--- config.mk ---
export PLATFORM = sky130hd
export DESIGN_NAME = cpu_sequencer
export DESIGN_NICKNAME = d
export VERILOG_FILES = /design/src/rtl/cpu_sequencer.sv
export SDC_FILE = /design/constraint.sdc
export NUM_CORES = 1
export LEC_CHECK = 0
export BUFFER_PORTS_ARGS = -buffer_cell sky130_fd_sc_hd__buf_2
export CORE_UTILIZATION = 45
export CTS_BUF_LIST = sky130_fd_sc_hd__clkbuf_16
export DETAILED_ROUTE_END_ITERATION = 7
export PLACE_DENSITY = 0.68
export SLEW_MARGIN = 10
export SYNTH_ARGS = -nofsm -noshare
export SYNTH_HDL_FRONTEND = slang
export SYNTH_SLANG_ARGS = --single-unit
--- constraint.sdc ---
create_clock -name clk -period 3.3 [get_ports clk]
set_input_delay 0.165 -clock clk [delete_from_list [all_inputs] [get_ports clk]]
set_output_delay 0.165 -clock clk [all_outputs]
set_load 0.01 [all_outputs]
--- src/rtl/cpu_sequencer.sv ---
// Multi-cycle control sequencer: owns pc and ir, fetches over a req/ack handshake,
// steps FETCH/DECODE/EXECUTE/WRITEBACK and resolves JMP, BEQ and HALT.
module cpu_sequencer #(
    parameter int unsigned PC_W    = 19,
    parameter int unsigned TIMEOUT = 15,
    parameter logic [4:0]  OP_BEQ  = 5'h10,
    parameter logic [4:0]  OP_JMP  = 5'h11,
    parameter logic [4:0]  OP_HALT = 5'h1F
) (
    input  logic            clk,
    input  logic            reset,
    input  logic            run,
    output logic            imem_req,
    output logic [PC_W-1:0] imem_addr,
    input  logic            imem_ack,
    input  logic [PC_W-1:0] imem_rdata,
    output logic [PC_W-1:0] ir,
    output logic [PC_W-1:0] pc,
    input  logic            dec_reg_write,
    input  logic            alu_zero,
    output logic            rf_we,
    output logic [2:0]      state,
    output logic            halted,
    output logic            fault,
    output logic [15:0]     retired
);

    typedef enum logic [2:0] {
        StIdle      = 3'd0,
        StFetch     = 3'd1,
        StDecode    = 3'd2,
        StExecute   = 3'd3,
        StWriteback = 3'd4,
        StHalt      = 3'd5,
        StFault     = 3'd6
    } state_e;

    localparam logic [7:0] TimeoutCnt = 8'(TIMEOUT);

    state_e          state_q, state_d;
    logic [PC_W-1:0] pc_q, pc_d;
    logic [PC_W-1:0] ir_q, ir_d;
    logic [15:0]     retired_q, retired_d;
    logic [7:0]      wait_q, wait_d;
    logic            zero_q, zero_d;

    logic [4:0]      opcode;
    logic            is_ctrl;
    logic [PC_W-1:0] br_off;

    assign opcode  = ir_q[PC_W-1 -: 5];
    assign is_ctrl = (opcode == OP_BEQ) || (opcode == OP_JMP) || (opcode == OP_HALT);
    assign br_off  = {{(PC_W-8){ir_q[7]}}, ir_q[7:0]};

    always_ff @(posedge clk or negedge reset) begin
        if (!reset) begin
            state_q   <= StIdle;
            pc_q      <= '0;
            ir_q      <= '0;
            retired_q <= '0;
            wait_q    <= '0;
            zero_q    <= 1'b0;
        end else begin
            state_q   <= state_d;
            pc_q      <= pc_d;
            ir_q      <= ir_d;
            retired_q <= retired_d;
            wait_q    <= wait_d;
            zero_q    <= zero_d;
        end
    end

    always_comb begin
        state_d   = state_q;
        pc_d      = pc_q;
        ir_d      = ir_q;
        retired_d = retired_q;
        wait_d    = wait_q;
        zero_d    = zero_q;

        unique case (state_q)
            StIdle: begin
                if (run) begin
                    state_d = StFetch;
                    wait_d  = '0;
                end
            end
            StFetch: begin
                if (imem_ack) begin
                    ir_d    = imem_rdata;
                    state_d = StDecode;
                end else begin
                    wait_d = wait_q + 8'd1;
                    if (wait_d == TimeoutCnt) begin
                        state_d = StFault;
                    end
                end
            end
            StDecode:  state_d = StExecute;
            StExecute: begin
                zero_d  = alu_zero;
                state_d = StWriteback;
            end
            StWriteback: begin
                if (opcode == OP_JMP) begin
                    pc_d = {{5{1'b0}}, ir_q[PC_W-6:0]};
                end else if (opcode == OP_BEQ && zero_q) begin
                    pc_d = pc_q + PC_W'(1) + br_off;
                end else begin
                    pc_d = pc_q + PC_W'(1);
                end
                if (retired_q != 16'hFFFF) begin
                    retired_d = retired_q + 16'd1;
                end
                // HALT wins over run so a halting instruction never refetches
                if (opcode == OP_HALT) begin
                    state_d = StHalt;
                end else if (!run) begin
                    state_d = StIdle;
                end else begin
                    state_d = StFetch;
                    wait_d  = '0;
                end
            end
            StHalt:  state_d = StHalt;
            StFault: state_d = StFault;
            default: state_d = StFault;
        endcase
    end

    // Decoded from the state register so reset drops them without waiting for a clock
    assign imem_req  = (state_q == StFetch);
    assign imem_addr = pc_q;
    assign rf_we     = (state_q == StWriteback) && dec_reg_write && !is_ctrl;
    assign halted    = (state_q == StHalt);
    assign fault     = (state_q == StFault);
    assign state     = state_q;
    assign pc        = pc_q;
    assign ir        = ir_q;
    assign retired   = retired_q;

endmodule
# ---- Word level (Yosys, flattened, before mapping)
# Index checks and enable logic that the tools add are counted.
# Widths: inputs -> output; s select.
dict set report op_classes {
  n_addsub 4
  mul 0
  div 0
  magnitude_cmp 0
  n_eq_ne 15
  shift 0
  mux 12
  bitwise_logic 0
  reduce_logical 12
}
# cell count
set op_table {}
lappend op_table {{$mux 19} 2}
lappend op_table {{$mux 8} 3}
lappend op_table {{$pmux 8 s3} 1}
lappend op_table {{$add 19x1->19 const B} 1}
lappend op_table {{$add 19x19->19} 1}
lappend op_table {{$pmux 3 s6} 1}
lappend op_table {{$add 16x1->16 const B} 1}
lappend op_table {{$ne 16x16->1 const B} 1}
lappend op_table {{$eq 5x5->1 const B} 3}
lappend op_table {{$mux 3} 4}
lappend op_table {{$eq 3x3->1 const B} 3}
lappend op_table {{$add 8x1->8 const B} 1}
lappend op_table {{$eq 8x4->1 const B} 1}
lappend op_table {{$eq 3x2->1 const B} 2}
lappend op_table {{$ne 2x2->1 const B} 3}
lappend op_table {{$reduce_and 2->1} 3}
lappend op_table {{$eq 3x1->1 const B} 1}
lappend op_table {{$logic_and 1x1->1} 3}
lappend op_table {{$logic_not 3->1} 1}
lappend op_table {{$ne 3x1->1 const B} 1}
lappend op_table {{$reduce_and 3->1} 1}
lappend op_table {{$reduce_bool 3->1} 1}
lappend op_table {{$logic_or 1x1->1} 2}
lappend op_table {{$logic_not 1->1} 1}
lappend op_table {{$mux 1} 1}
dict set report word_totals {
  reg_bits 66
  latchBits 0
  ram_bits 0
  rom_bits 0
  input_bits 25
  out_inout_bits 80
  word_cells 49
  mem_count 0
}

# ---- Logic depth before layout (Yosys ltp)
# Gate-level depths: netlist of run 1.
dict set report depth {
  depth_word 5
  depth_mapped 14
  mapped_depth_nobuf 14
}

# ---- Worst setup path before layout of run 1
# No wires, ideal clock.
dict set report synth_timing {
  kind {register to register}
  startpoint {register pc_q[0], in the netlist imem_addr[0]}
  endpoint {register pc_q[17], in the netlist imem_addr[17]}
  setup_ns 0.138
  arrival_time_ns 2.993
  required_time_ns 3.162
  path_slack_ns 0.169
  path_stages_with_launch 13
  path_buffers 0
  synth_period_minus_slack_ns 3.131
  path_cell_list {dfrtp_1 > ha_1 > nand2_1 > nor2_1 > xor2_1 > ha_1 > a211oi_2 > o21bai_1 > or4_1 > a21oi_1 > o31ai_1 > a222oi_1 > o41ai_1}
}
dict set report synth_via {
  elab_chain_cells 4
}
# element line_no
set synth_rtl {}
lappend synth_rtl {{start, declared} 41} ;# logic [PC_W-1:0] pc_q, pc_d;
lappend synth_rtl {{start signal, assigned} 65} ;# pc_q <= pc_d;
lappend synth_rtl {{$add 19x1->19 *} {108, 110}}
lappend synth_rtl {{$add 19x19->19} 108} ;# pc_d = pc_q + PC_W'(1) + br_off;
lappend synth_rtl {{$mux 19 *} 107} ;# end else if (opcode == OP_BEQ && zero_q) begin
lappend synth_rtl {{$mux 19 *} 105} ;# if (opcode == OP_JMP) begin
# Every way passes the cells marked *; elsewhere a longest branch is shown, timed or not.
# A chain may end at the register's enable or synchronous reset.

# ---- Worst setup path after layout of run 1
dict set report layout_timing {
  startpoint {register pc_q[2], in the netlist imem_addr[2]}
  endpoint {register pc_q[17], in the netlist imem_addr[17]}
}
# The elaborated chain is that of the path after synthesis.

==> metrics.csv, run 1 <==
metric,value,unit
cts.path.max_buffers,2,
cp.arrival,3.41,ns
tightestPinTransition,0.6254,ns
min_period_over_period,97.16,%
synth_top_family_by_area,simple AND/OR/NAND/NOR gates,
grt_pass1_vias,4152,
drtIter0Drc,226,
end_kind,flip-flop,
crit_required,3.50,ns
grt_usage,23.78,%
fmax,0.3119,GHz
min_path_cells,2,
synthAdderAreaFrac,6.600,%
fillers,942,
finalMaxSlewViolations,0,
hpwl,9.250,mm
postRouteAntennaNets,0,
synthMuxAreaShare,5.500,%
finClkSkew,0.006303,ns
yosysTopAreaCellShare,35.42,%
die_w,103.8,um
firstDrtPassIters,5,
reg2regPathDepth,12,
insertion_delay,0.33,ns
ys_seq_area_share,35.42,%
cts_tree,built,
wirelength,12.45,mm
antenna_found_initial,0,
final_hold_viol_count,0,
rsz0062_at_grt,yes,
utilization,57.44,%
htree_levels,3,
synth_xor_xnor_area_share,8.264,%
ys_types,66,
grt_pass1_wl,20.56,mm
yosys.area.top_type,dfrtp_1,
status,"finished, final reports clean",
met2_usage,39.69,%
viasPerCell,5.614,
clock_sinks,66,
p_per_area,985.3,nW/um2
port_buffers,104,
yosys.area_share.simple,21.33,%
num_rows,36,
max-cap-violations,0,
ios,105,
syn2layout_area_growth,22.06,%
synth_edf_count,0,
synth_area_leaders,"dfrtp_1, ha_1, xnor2_1, mux2_2, nand2_1",
yosys_warnings,0,
crit_type,flip-flop to flip-flop,
wl_per_cell,16.27,um
cts_buffers,9,
grt_start_max_net_pins,31,
synthCells,525,
gr-usage-met3,4.720,%
ys_ff_latch,66,
gp_congestion,0.8849,
async_reset_ff_share,100.0,%
fin_nets,677,
gr-total-overflow,0,
p_leak,2.675,nW
core,9910,um2
gr-max-usage-layer,met2,
regArea,1654,um2
cp_max_fo,5,
multi_input_area,2826,um2
drc,0,
synth_flop_cell,dfrtp_1,
start_util,47.06,%
fin_setup_tns,0,ns
post-route-min-period,3.206,ns
vdd_ir_drop_max,0.5161,mV
hold_class,primary input to flip-flop,
synth.avg_cell_area,8.882,um2
synth_compound_area_share,16.90,%
synth_fp_nets,574,
synth_area,4663,um2
vias,4295,
antenna_cells,0,
setup_viol,0,
cts_root_buffer,clkbuf_16,
relSlewSlack,58.19,%
die_h,103.8,um
crit_path_start_kind,flip-flop,
die-area,10770,um2
use_met1,30.72,%
path_clk_slew,0.06,ns
drive_gt1_share,29.91,%
## Yosys cell counts (7+ instances only)
cell / n
a21oi_1: 26
and3_1: 15
buf_4: 19
clkbuf_1: 14
dfrtp_1: 66
ha_1: 23
inv_1: 10
mux2_2: 21
nand2_1: 57
nand2b_1: 7
nand3_1: 15
nand4_1: 13
nor2_1: 48
nor3_1: 8
o21ai_0: 41
or3_1: 7
xnor2_1: 29
xor2_1: 15
## report_power, final
part,internal [W],leakage (nW),switching (W)
logic,0.00142,1.69,0.00183
registers,0.00108,0.838,0.000349
clock network,0.000576,0.142,0.000357
total,0.00307,2.67,0.00253
## critical path, cell delays in order, from the launching register on
cell,delay [ns]
dfrtp_1,0.41
and3_1,0.19
and4_2,0.29
nand2_1,0.10
xnor2_2,0.15
ha_1,0.22
a211oi_2,0.28
o21bai_1,0.15
or4_1,0.51
a21oi_2,0.20
o31ai_1,0.14
a222oi_1,0.29
o41ai_1,0.13
## state kept, by name, indices dropped and copies added, names as in the netlist
name and cells:
retired 16, ir 19, zero_q 1, imem_addr 19, state 3, wait_q 8
## final cells by class
class / instances / share of cell area [%]
well taps: 133 / 2.924
clock buffers: 9 / 3.957
flip-flops and latches: 66 / 29.06
repair buffers: 130 / 12.62
clock inverters: 6 / 1.055
inverters: 11 / 0.7254
multi-input cells: 410 / 49.66
## per-stage QoR
step | hold WS, ns | power, W | cells | cell area, um2 | worst slack [ns]
final | 0.06559 | 0.005608 | 765 | 5692 | 0.09374
after global routing | 0.06036 | 0.006055 | 765 | 5692 | -0.01824
after CTS | 0.06029 | 0.005494 | 762 | 5584 | 0.009062
after detailed placement | 0.09192 | 0.004517 | 746 | 5278 | -0.04216
after global placement | 0.08757 | 0.004469 | 746 | 5278 | 0.09843
after floorplan | -0.1306 | 0.003619 | 525 | 4663 | 0.1695
## final timing paths
kind	slack, ns	end	startpoint
worst max-delay path	0.09	imem_addr[17]$_DFFE_PN0N_	imem_addr[2]$_DFFE_PN0N_
max in group asynchronous	2.32	ir[11]$_DFFE_PN0P_	reset
min in group asynchronous	0.27	wait_q[7]$_DFFE_PN0P_	reset
worst max register to register	0.09	imem_addr[17]$_DFFE_PN0N_	imem_addr[2]$_DFFE_PN0N_
worst min-delay path	0.07	ir[5]$_DFFE_PN0P_	imem_rdata[5]
worst min register to register	0.49	retired[12]$_DFFE_PN0P_	retired[12]$_DFFE_PN0P_
## placed cells by master, fill, tap and decap left out, drive strengths merged, types with 5 or more instances in the layout
cell type  instances
buf              129
dfrtp             66
nand2             57
nor2              48
o21ai             41
xnor2             29
a21oi             26
ha                23
mux2              21
nand3             15
and3              15
xor2              15
nand4             14
inv               12
clkbuf             9
nor3               8
or3                7
nand2b             7
and2               5
o31ai              5
o21a               5
a31oi              5
## per-layer routing
metal  up-vias  wire length, um  share of wire [%]
met2       143             5997                 48
met4         0              201                1.6
li1       2080                -                  -
met3        18              759                6.1
met1      2054             5492                 44
met5         -                0                  0
## repair_timing
| action | 4_1_cts | 5_1_grt |
|---|---|---|
| pin swaps | 0 | 2 |
| endpoints found under the setup margin | 2 | 7 |
| hold endpoints to repair | 13 | 0 |
| hold buffers | 1 | 0 |
| setup buffers | 0 | 3 |
| gates resized for setup | 2 | 22 |
## kinds of logic (layout without fill, tap and decap cells)
family                     after synthesis  after routing
xor gates and xnor gates                44             44
AOI/OAI and AO/OA                      122            122
muxes                                   23             23
adders and majority gates               24             24
DFF                                     66             66
buffers and inverters                   49            156
and+or+nand+nor                        197            197
Power figures use the tool's default switching activity.
==> run 2, diff against run 1 <==
--- a/config.mk
+++ b/config.mk
@@ -10,6 +10,7 @@
 export CTS_BUF_LIST = sky130_fd_sc_hd__clkbuf_16
 export DETAILED_ROUTE_END_ITERATION = 7
 export PLACE_DENSITY = 0.68
+export RECOVER_POWER = 100
 export SLEW_MARGIN = 10
 export SYNTH_ARGS = -nofsm -noshare
 export SYNTH_HDL_FRONTEND = slang
==> metrics.csv, run 2 (same netlist as run 1, synthesis figures left out) <==
metric,value,unit
syn2layout_area_growth,21.20,%
finClkSkew,0.006036,ns
tightestPinTransition,1.184,ns
grt_usage,23.78,%
die_h,103.8,um
final_hold_viol_count,0,
postRouteAntennaNets,0,
p_per_area,987.1,nW/um2
die_w,103.8,um
gr-total-overflow,0,
htree_levels,3,
end_kind,flip-flop,
reg2regPathDepth,12,
cts_buffers,9,
final_common_cell,buf_2,
hold_start,imem_rdata[5],
setup_viol,0,
rsz0062_at_grt,yes,
cp_max_fo,7,
antenna_cells,0,
gp_congestion,0.8849,
crit_type,flip-flop to flip-flop,
grt_pass1_vias,4152,
cts_tree,built,
worst_slack,0.07527,ns
crit_required,3.50,ns
min_path_cells,2,
crit_path_start_kind,flip-flop,
insertion_delay,0.33,ns
power.total,0.005579,W
final_cell_mix,"buf_2, dfrtp_1, nand2_1",
viasPerCell,5.612,
dp_slack,-0.04216,ns
met2_usage,39.69,%
hold_class,primary input to flip-flop,
hpwl,9.250,mm
gr-usage-met3,4.720,%
gr-max-usage-layer,met2,
min_period_over_period,97.72,%
firstDrtPassIters,7,
fillers,957,
port_buffers,104,
fin_nets,677,
drive_gt1_share,25.16,%
drc,0,
start_util,47.06,%
timing.hold.ws,0.06580,ns
clock_sinks,66,
relSlewSlack,21.07,%
cts_root_buffer,clkbuf_16,
status,"finished, final reports clean",
use_met1,30.72,%
max-cap-violations,0,
cts.path.max_buffers,2,
die-area,10770,um2
postPlaceCellArea,5278,um2
reg2reg_slack,0.08,ns
fin_area,5652,um2
antenna_found_initial,0,
core,9910,um2
wl_per_cell,16.27,um
p_leak,2.570,nW
wirelength,12.44,mm
ios,105,
vias,4293,
grt_start_max_net_pins,31,
r2r-end,imem_addr[17]$_DFFE_PN0N_,
grt_pass1_wl,20.56,mm
post-route-min-period,3.225,ns
drtIter0Drc,268,
num_rows,36,
r2r_start,imem_addr[3]$_DFFE_PN0N_,
cp.arrival,3.42,ns
fmax,0.3101,GHz
path_clk_slew,0.06,ns
vdd_ir_drop_max,0.5025,mV
finalMaxSlewViolations,0,
hold_path_end,ir[5]$_DFFE_PN0P_,
## run 2: cell types whose count changed in the layout (fill, tap and decap cells not counted)
| cell | change |
|---|---|
| buf_2 | -29 |
| buf_4 | -1 |
| clkbuf_1 | +30 |
## run 2: critical path, stage by stage, from the launching register on
cell	delay (ns)
dfrtp_2	0.42
and3_1	0.18
and4_2	0.29
nand2_1	0.10
xnor2_2	0.15
ha_1	0.22
a211oi_2	0.28
o21bai_1	0.15
or4_1	0.51
a21oi_2	0.20
o31ai_1	0.14
a222oi_1	0.30
o41ai_1	0.13
## run 2: report_power, final
part           switching (W)  internal [W]
clock network       0.000359      0.000576
registers           0.000353       0.00108
logic                0.00182       0.00138
## run 2: final cells by class
| cell class | count | area [um2] | area share (%) |
|---|---|---|---|
| Tap cell | 133 | 166.4 | 2.944 |
| Inverter | 11 | 41.29 | 0.7306 |
| Multi-Input combinational cell | 410 | 2826 | 50.01 |
| Clock buffer | 9 | 225.2 | 3.985 |
| Sequential cell | 66 | 1654 | 29.27 |
| Timing Repair Buffer | 130 | 678.2 | 12.00 |
| Clock inverter | 6 | 60.06 | 1.063 |
## run 2: routing by layer
| layer | vias up | part of all wire [%] |
|---|---|---|
| met5 | - | 0 |
| met1 | 2034 | 44 |
| met2 | 152 | 48 |
| li1 | 2084 | - |
| met4 | 0 | 1.9 |
| met3 | 23 | 6.1 |
## run 2: timing repair
| action | in CTS | in global routing |
|---|---|---|
| hold endpoints to repair | 13 | 0 |
| setup buffers | 0 | 3 |
| hold buffers | 1 | 0 |
| pin swaps | 0 | 2 |
| resized for setup | 2 | 22 |
| endpoints found under the setup margin | 2 | 7 |
## run 2: worst max path at each step
stage                                         from                        end  slack (ns)
after global placement    imem_addr[3]$_DFFE_PN0N_  imem_addr[18]$_DFFE_PN0N_         0.1
after global routing      imem_addr[0]$_DFFE_PN0N_  imem_addr[18]$_DFFE_PN0N_       -0.02
after detailed placement  imem_addr[3]$_DFFE_PN0N_  imem_addr[17]$_DFFE_PN0N_       -0.04
after floorplan           imem_addr[0]$_DFFE_PN0N_  imem_addr[17]$_DFFE_PN0N_        0.17
after CTS                 imem_addr[0]$_DFFE_PN0N_  imem_addr[18]$_DFFE_PN0N_       0.009
final                     imem_addr[3]$_DFFE_PN0N_  imem_addr[17]$_DFFE_PN0N_        0.08
## run 2: metrics by stage
step,cells,util [%],setup TNS [ns]
after floorplan,525,-,0
after global placement,746,53.26,0
after detailed placement,746,53.26,-0.04216
after CTS,762,56.35,0
after global routing,765,57.03,-0.02354
final,765,57.03,0
